File: src/rtl/twi_init_if.sv
// Register-slave bus between the init sequencer and the PLB TWI master logic.
// Handshake: the master holds exactly one CE bit high, with data/BE stable, until the
// matching ack (WrAck for WrCE, RdAck for RdCE) is sampled high; CE drops the next cycle.
interface twi_init_if #(
  parameter int PLB_DATA_WIDTH = 32,
  parameter int REG_COUNT      = 5
);
  logic [PLB_DATA_WIDTH-1:0]   oPlbData;
  logic [PLB_DATA_WIDTH/8-1:0] oPlbBE;
  logic [REG_COUNT-1:0]        oPlbRdCE;
  logic [REG_COUNT-1:0]        oPlbWrCE;
  logic [PLB_DATA_WIDTH-1:0]   iPlbData;
  logic                        iPlbRdAck;
  logic                        iPlbWrAck;

  modport master (
    output oPlbData, oPlbBE, oPlbRdCE, oPlbWrCE,
    input  iPlbData, iPlbRdAck, iPlbWrAck
  );

  modport slave (
    input  oPlbData, oPlbBE, oPlbRdCE, oPlbWrCE,
    output iPlbData, iPlbRdAck, iPlbWrAck
  );
endinterface

File: src/rtl/twi_init_sequencer.sv
// Autonomous TWI bring-up master: programs the clock divider, then replays a command ROM
// of {dev, reg, val} triplets as two-byte TWI register writes, with NACK retry and timeout.
module twi_init_sequencer #(
  parameter int          PLB_DATA_WIDTH = 32,
  parameter int          REG_COUNT      = 5,
  parameter int          ROM_ADDR_WIDTH = 8,
  parameter logic [31:0] DIVIDER_VALUE  = 32'h00000005,
  parameter int          RETRIES        = 3,
  parameter int          TIMEOUT        = 65535
) (
  input  logic                      iPlbClk,
  input  logic                      iPlbReset,
  input  logic                      iStart,
  output logic [ROM_ADDR_WIDTH-1:0] oRomAddr,
  input  logic [23:0]               iRomData,
  twi_init_if.master                bus,
  output logic                      oBusy,
  output logic                      oDone,
  output logic                      oError,
  output logic [1:0]                oErrCode,
  output logic [ROM_ADDR_WIDTH-1:0] oErrIndex,
  output logic [3:0]                oDbgState
);
  localparam int TW  = $clog2(TIMEOUT + 1);
  localparam int BEW = PLB_DATA_WIDTH / 8;
  localparam logic [2:0] R_DATA_WRITE = 3'd0;
  localparam logic [2:0] R_ADDRESS    = 3'd2;
  localparam logic [2:0] R_CONTROL    = 3'd3;
  localparam logic [2:0] R_DIVIDER    = 3'd4;

  typedef enum logic [3:0] {
    S_IDLE, S_WR_DIV, S_FETCH, S_LATCH, S_WR_ADDR, S_WR_REG, S_GO1, S_POLL1,
    S_WR_VAL, S_GO2, S_POLL2, S_RETRY, S_ERROR, S_FINISH
  } state_t;

  state_t                    state_q, state_d;
  logic                      req_q, req_d;
  logic [TW-1:0]             tmo_q, tmo_d;
  logic [2:0]                retry_q, retry_d;
  logic [ROM_ADDR_WIDTH-1:0] idx_q, idx_d;
  logic [23:0]               entry_q, entry_d;
  logic                      done_q, done_d, error_q, error_d;
  logic [1:0]                code_q, code_d;
  logic [ROM_ADDR_WIDTH-1:0] err_idx_q, err_idx_d;

  logic                      is_bus, is_read, ack;
  logic [2:0]                acc_reg;
  logic [7:0]                wr_byte;
  logic [REG_COUNT-1:0]      ce_sel;
  logic                      unused_rd;

  // Per-state access decode: which register, which byte, read or write.
  always_comb begin
    is_bus  = 1'b1;
    is_read = 1'b0;
    acc_reg = R_CONTROL;
    wr_byte = 8'h00;
    case (state_q)
      S_WR_DIV:         acc_reg = R_DIVIDER;
      S_WR_ADDR: begin  acc_reg = R_ADDRESS;    wr_byte = entry_q[23:16] & 8'hFE; end
      S_WR_REG:  begin  acc_reg = R_DATA_WRITE; wr_byte = entry_q[15:8];          end
      S_GO1:            wr_byte = 8'hA0;
      S_WR_VAL:  begin  acc_reg = R_DATA_WRITE; wr_byte = entry_q[7:0];           end
      S_GO2:            wr_byte = 8'h80;
      S_POLL1, S_POLL2: is_read = 1'b1;
      default:          is_bus  = 1'b0;
    endcase
  end

  // CE index 0 is the MSB of the CE vector, matching the big-endian PLB numbering.
  assign ce_sel    = {1'b1, {(REG_COUNT-1){1'b0}}} >> acc_reg;
  assign ack       = is_read ? bus.iPlbRdAck : bus.iPlbWrAck;
  assign unused_rd = ^{bus.iPlbData[PLB_DATA_WIDTH-1:8], bus.iPlbData[6:5],
                       bus.iPlbData[3], bus.iPlbData[1:0]};

  always_comb begin
    bus.oPlbWrCE = '0;
    bus.oPlbRdCE = '0;
    bus.oPlbData = '0;
    bus.oPlbBE   = '0;
    if (req_q && is_bus) begin
      if (is_read) begin
        bus.oPlbRdCE = ce_sel;
        bus.oPlbBE   = BEW'(1);
      end else begin
        bus.oPlbWrCE = ce_sel;
        // Byte registers live in the last (least significant) byte lane.
        bus.oPlbData = (state_q == S_WR_DIV) ? PLB_DATA_WIDTH'(DIVIDER_VALUE)
                                             : {{(PLB_DATA_WIDTH-8){1'b0}}, wr_byte};
        bus.oPlbBE   = (state_q == S_WR_DIV) ? '1 : BEW'(1);
      end
    end
  end

  always_comb begin
    state_d   = state_q;
    req_d     = req_q;
    retry_d   = retry_q;
    idx_d     = idx_q;
    entry_d   = entry_q;
    done_d    = done_q;
    error_d   = error_q;
    code_d    = code_q;
    err_idx_d = err_idx_q;
    case (state_q)
      S_IDLE: if (iStart) begin
        state_d   = S_WR_DIV;
        req_d     = 1'b0;
        idx_d     = '0;
        retry_d   = '0;
        done_d    = 1'b0;
        error_d   = 1'b0;
        code_d    = 2'd0;
        err_idx_d = '0;
      end
      S_FETCH: state_d = S_LATCH;
      S_LATCH: begin
        entry_d = iRomData;
        if (iRomData[23:16] == 8'hFF) begin
          state_d   = S_FINISH;
          done_d    = 1'b1;
          err_idx_d = idx_q;
        end else begin
          state_d = S_WR_ADDR;
        end
      end
      S_RETRY: if (retry_q < 3'(RETRIES)) begin
        retry_d = retry_q + 3'd1;
        state_d = S_WR_ADDR;
      end else begin
        state_d   = S_ERROR;
        error_d   = 1'b1;
        code_d    = 2'd1;
        err_idx_d = idx_q;
      end
      S_ERROR, S_FINISH: state_d = S_IDLE;
      S_WR_DIV, S_WR_ADDR, S_WR_REG, S_GO1, S_POLL1, S_WR_VAL, S_GO2, S_POLL2: begin
        if (tmo_q == TW'(TIMEOUT)) begin
          state_d   = S_ERROR;
          req_d     = 1'b0;
          error_d   = 1'b1;
          code_d    = 2'd2;
          err_idx_d = idx_q;
        end else if (!req_q) begin
          req_d = 1'b1;
        end else if (ack) begin
          req_d = 1'b0;
          case (state_q)
            S_WR_DIV:  state_d = S_FETCH;
            S_WR_ADDR: state_d = S_WR_REG;
            S_WR_REG:  state_d = S_GO1;
            S_GO1:     state_d = S_POLL1;
            S_WR_VAL:  state_d = S_GO2;
            S_GO2:     state_d = S_POLL2;
            default: begin
              // Re-read CONTROL until START and BUSY are both clear.
              if (bus.iPlbData[7] || bus.iPlbData[4]) begin
                state_d = state_q;
              end else if (bus.iPlbData[2]) begin
                state_d = S_RETRY;
              end else if (state_q == S_POLL1) begin
                state_d = S_WR_VAL;
              end else begin
                retry_d = '0;
                if (idx_q == '1) begin
                  state_d   = S_FINISH;
                  done_d    = 1'b1;
                  err_idx_d = idx_q;
                end else begin
                  idx_d   = idx_q + 1'b1;
                  state_d = S_FETCH;
                end
              end
            end
          endcase
        end
      end
      default: state_d = S_IDLE;
    endcase
    // Timeout budget restarts on every state change, and runs across POLL re-reads.
    tmo_d = (is_bus && state_d == state_q) ? tmo_q + 1'b1 : '0;
  end

  always_ff @(posedge iPlbClk) begin
    if (!iPlbReset) begin
      state_q   <= S_IDLE;
      req_q     <= 1'b0;
      tmo_q     <= '0;
      retry_q   <= '0;
      idx_q     <= '0;
      entry_q   <= '0;
      done_q    <= 1'b0;
      error_q   <= 1'b0;
      code_q    <= 2'd0;
      err_idx_q <= '0;
    end else begin
      state_q   <= state_d;
      req_q     <= req_d;
      tmo_q     <= tmo_d;
      retry_q   <= retry_d;
      idx_q     <= idx_d;
      entry_q   <= entry_d;
      done_q    <= done_d;
      error_q   <= error_d;
      code_q    <= code_d;
      err_idx_q <= err_idx_d;
    end
  end

  assign oRomAddr  = idx_q;
  assign oBusy     = (state_q != S_IDLE) && (state_q != S_ERROR) && (state_q != S_FINISH);
  assign oDone     = done_q;
  assign oError    = error_q;
  assign oErrCode  = code_q;
  assign oErrIndex = err_idx_q;
  assign oDbgState = state_q;
endmodule

File: src/flat_wrapper.sv
// flat-port wrapper written by rule: the top's interface ports become plain ports
module twi_init_sequencer_flat 
#(
  parameter int          PLB_DATA_WIDTH = 32,
  parameter int          REG_COUNT      = 5,
  parameter int          ROM_ADDR_WIDTH = 8,
  parameter logic [31:0] DIVIDER_VALUE  = 32'h00000005,
  parameter int          RETRIES        = 3,
  parameter int          TIMEOUT        = 65535
)
  (iPlbClk, iPlbReset, iStart, oRomAddr, iRomData, oBusy, oDone, oError, oErrCode, oErrIndex, oDbgState, bus_oPlbData, bus_oPlbBE, bus_oPlbRdCE, bus_oPlbWrCE, bus_iPlbData, bus_iPlbRdAck, bus_iPlbWrAck);
  twi_init_if #(.PLB_DATA_WIDTH(PLB_DATA_WIDTH), .REG_COUNT(REG_COUNT)) bus_i ();
  input  logic iPlbClk;
  input  logic iPlbReset;
  input  logic iStart;
  output logic [ROM_ADDR_WIDTH-1:0] oRomAddr;
  input  logic [23:0] iRomData;
  output logic oBusy;
  output logic oDone;
  output logic oError;
  output logic [1:0] oErrCode;
  output logic [ROM_ADDR_WIDTH-1:0] oErrIndex;
  output logic [3:0] oDbgState;
  output wire logic [$bits(bus_i.oPlbData)-1:0] bus_oPlbData;
  output wire logic [$bits(bus_i.oPlbBE)-1:0] bus_oPlbBE;
  output wire logic [$bits(bus_i.oPlbRdCE)-1:0] bus_oPlbRdCE;
  output wire logic [$bits(bus_i.oPlbWrCE)-1:0] bus_oPlbWrCE;
  input wire logic [$bits(bus_i.iPlbData)-1:0] bus_iPlbData;
  input wire logic [$bits(bus_i.iPlbRdAck)-1:0] bus_iPlbRdAck;
  input wire logic [$bits(bus_i.iPlbWrAck)-1:0] bus_iPlbWrAck;
  assign bus_oPlbData = bus_i.oPlbData;
  assign bus_oPlbBE = bus_i.oPlbBE;
  assign bus_oPlbRdCE = bus_i.oPlbRdCE;
  assign bus_oPlbWrCE = bus_i.oPlbWrCE;
  assign bus_i.iPlbData = bus_iPlbData;
  assign bus_i.iPlbRdAck = bus_iPlbRdAck;
  assign bus_i.iPlbWrAck = bus_iPlbWrAck;
  twi_init_sequencer #(.PLB_DATA_WIDTH(PLB_DATA_WIDTH), .REG_COUNT(REG_COUNT), .ROM_ADDR_WIDTH(ROM_ADDR_WIDTH), .DIVIDER_VALUE(DIVIDER_VALUE), .RETRIES(RETRIES), .TIMEOUT(TIMEOUT)) u_core (.iPlbClk(iPlbClk), .iPlbReset(iPlbReset), .iStart(iStart), .oRomAddr(oRomAddr), .iRomData(iRomData), .bus(bus_i), .oBusy(oBusy), .oDone(oDone), .oError(oError), .oErrCode(oErrCode), .oErrIndex(oErrIndex), .oDbgState(oDbgState));
endmodule
File: config.mk
export PLATFORM = sky130hd
export DESIGN_NAME = twi_init_sequencer_flat
export DESIGN_NICKNAME = d
export VERILOG_FILES = /design/src/rtl/twi_init_if.sv /design/src/rtl/twi_init_sequencer.sv /design/src/flat_wrapper.sv
export SDC_FILE = /design/constraint.sdc
export NUM_CORES = 1
export LEC_CHECK = 0
export BUFFER_PORTS_ARGS = -buffer_cell sky130_fd_sc_hd__buf_2
export CAP_MARGIN = 25
export CORE_ASPECT_RATIO = 1.4
export CORE_UTILIZATION = 45
export CTS_CLUSTER_SIZE = 25
export DETAILED_ROUTE_END_ITERATION = 8
export PLACE_DENSITY = 0.72
export SYNTH_ARGS = -nofsm -noshare
export SYNTH_HDL_FRONTEND = slang
export SYNTH_SLANG_ARGS = --single-unit
File: constraint.sdc
create_clock -name iPlbClk -period 2.4 [get_ports iPlbClk]
set_input_delay 0.36 -clock iPlbClk [delete_from_list [all_inputs] [get_ports iPlbClk]]
set_output_delay 0.36 -clock iPlbClk [all_outputs]
set_load 0.01 [all_outputs]
==> run_results.csv <==
group,metric,value,unit
outcome,status,"finished, final reports clean",
setup_path,critical_path_class,"reg -> out",
worst_hold_path,hp-class,"in -> reg",
pwr,ir_worst_vdd,0.3805,mV
route,viasPerCell,5.726,
floorplanning,dieArea,0.009582,mm²
sta,setup-violations-final,0,
logic_synthesis,syn_area,0.004135,mm²
floorplanning,fp-row-count,41,
logic_synthesis,synthCells,523,
grt,gr-total-overflow,0,
floorplanning,start_util,46.06,%
logic_synthesis,ys_warn_count,0,
finish,final_cell_area,0.005121,mm²
sta,timing.final.crit_share,96.98,%
logic_synthesis,synth-xor-area-share,2.965,%
grt,met2_usage,43.93,%
logic_synthesis,ys_ff_latch,67,
grt,grt.busiest_layer,"met2",
clock_network,cts_root_buffer,"clkbuf_16",
sta,fin_ws,0.07246,ns
job,cap_violations,0,
placement,placed_area,0.004776,mm²
finish,final_common_cell,"nand2_1",
floorplanning,fp.dieH,115.4,µm
clock_network,cts_buffers,9,
clock_network,cts_tree,"built",
clock_network,cts.reportedPaths.clkPinSlew,0.05,ns
clock_network,clockBufferDepth,2,
floorplanning,core,0.008977,mm²
finish,area_delta_synth_final,23.84,%
setup_path,r2r_slack,0.13,ns
logic_synthesis,synth_area_leaders,"dfxtp_1, nand2_1, buf_4",
sta,max_freq,429.6,MHz
logic_synthesis,synth_cell_types,66,
placement,dp_hpwl,8676,µm
finish,drive_gt1_share,26.55,%
setup_path,crit_fanout,21,
placement,portBuffers,73,
clock_network,cts_sinks,67,
grt,track_usage,25.10,%
route,wl,11590,µm
logic_synthesis,synth.avg_cell_area,7.907,µm²
floorplanning,fp.dieW,83.02,µm
grt,antenna_found_initial,1,
grt,use_met3,5.342,%
logic_synthesis,synth_flop_cell,"dfxtp_1",
route,drc,0,
worst_hold_path,worst_hold_path.num_cells,3,
setup_path,required,2.04,ns
finish,diodes,0,
logic_synthesis,synth.mux.area_fraction,0,%
floorplanning,io_pins,132,
placement,dp_slack,0.004405,ns
finish,nets,689,
route,drt_iter0_markers,299,
pwr,finalPower,2.814,mW
logic_synthesis,synth-seq-area-share,32.44,%
logic_synthesis,yosys.area_share.simple,28.44,%
sta,finalCriticalPeriod,2.328,ns
logic_synthesis,synth_top_family_by_area,"simple AND/OR/NAND/NOR gates",
pwr,cellPowerDensity,549.5,mW/mm²
clock_network,holdBufCountCts,0,
route,postRouteAntennaNets,0,
setup_path,critPathLaunchType,"register",
logic_synthesis,synth_compound_area_share,24.96,%
clock_network,insertion_delay,0.33,ns
pwr,leakagePower,2.083,nW
sta,fin_worst_skew,0.005140,ns
logic_synthesis,synthAdderAreaFrac,0.9077,%
clock_network,h-tree-depth,3,
grt,grt_pass1_vias,3900,
finish,layout_common_cells,"nand2_1, buf_2, dfxtp_1",
logic_synthesis,synth-edff-count,0,
setup_path,critPathArrivalTime,1.97,ns
logic_synthesis,synth.largest_area_cell,"dfxtp_1",
placement,gp_congestion,0.9377,
setup_path,ff2ff_path_depth,9,
sta,hold_viol,0,
grt,grt_use_met1,29.17,%
route,routedWlPerCell,15.74,µm
logic_synthesis,synth_top_area_share,32.44,%
setup_path,cp-end-kind,"primary output",
grt,grt_max_degree,26,
logic_synthesis,synthArstFlopShare,0,%
sta,slew_viol_final,0,
route,drt_pass1_iterations,5,
grt,grt_pass1_wl,19200,µm
route,vias,4214,
worst paths after layout:
kind	start	end
setup / recovery	u_core.oDbgState[0]	bus_oPlbBE[0]
hold / removal	iRomData[12]	u_core.entry_q[12]
setup reg to reg	u_core.tmo_q[0]	u_core.oErrIndex[4]
hold reg to reg	u_core.entry_q[0]	u_core.entry_q[0]
cell families after synthesis:
family	Yosys count
xor+xnor	14
other cells	1
flops	67
compound gates	139
simple gates	226
buf+inv	73
fa+ha+maj	3
synthesized netlist by cell type, types with 4 or more instances:
library cell and n:
a21boi_0 27, a21boi_1 10, a21oi_1 25, a22oi_1 4
a31oi_1 4, a32oi_1 4, and2_1 9, and3_1 8
buf_2 7, buf_4 33, clkbuf_1 19, dfxtp_1 67
inv_1 10, nand2_1 76, nand2b_1 12, nand3_1 16
nand4_1 16, nor2_1 39, nor2b_1 9, nor3_1 11
o211ai_1 6, o21ai_0 14, o22ai_1 4, o31ai_1 9
or4_1 10, xnor2_1 5, xor2_1 9
worst max-delay path, cell delays in order (launching register included):
cell and delay [ns]:
dfxtp_2 0.36, buf_6 0.18, or3_4 0.42, and3_1 0.20
buf_4 0.16, and2_1 0.16, buf_2 0.14
per-stage QoR:
step,instances,hold slack (ns),TNS (ns),util [%]
final,736,0.2728,0,57.05
after global routing,736,0.2845,-0.02642,57.05
after detailed placement,720,0.4570,0,53.20
after global placement,720,0.4490,0,53.20
after floorplan,551,0.4403,0,-
after CTS,735,0.2714,0,56.60
routing by layer:
layer / vias up / share of wire (%) / routed length (µm)
li1: 2025 / - / -
met1: 1966 / 39 / 4514
met2: 182 / 51 / 5963
met3: 39 / 5.7 / 664
met4: 2 / 3.7 / 430
met5: - / 0.11 / 13
sequential cells by signal (all words and copies together) (netlist names):
name,flops
u_core.oDone,1
u_core.oDbgState,4
u_core.req_q,1
u_core.oError,1
u_core.entry_q,23
u_core.oErrCode,2
u_core.tmo_q,16
u_core.oErrIndex,8
u_core.oRomAddr,8
u_core.retry_q,3
area by class of cell:
cell class	instances	area, µm²
inverters	10	37.54
clock inverters	2	35.03
clock buffers	13	260.3
multi-input cells	411	2520
well taps	107	133.9
flip-flops and latches	67	1345
repair buffers	126	789.5
fillers	846	3856
report_power, final:
| part | leakage (nW) | internal, mW | total (mW) | switching (mW) |
|---|---|---|---|---|
| clock network | 0.146 | 0.853 | 1.31 | 0.457 |
| logic | 1.40 | 0.151 | 0.366 | 0.214 |
| registers | 0.542 | 1.12 | 1.14 | 0.0149 |
repair_timing:
item                       4_1_cts  5_1_grt
pin swaps                        0        2
resized for setup                4        9
gates cloned                     0        1
setup buffers                    0        0
setup endpoints to repair        4       28
No activity file was read; power rests on OpenSTA's default activity.
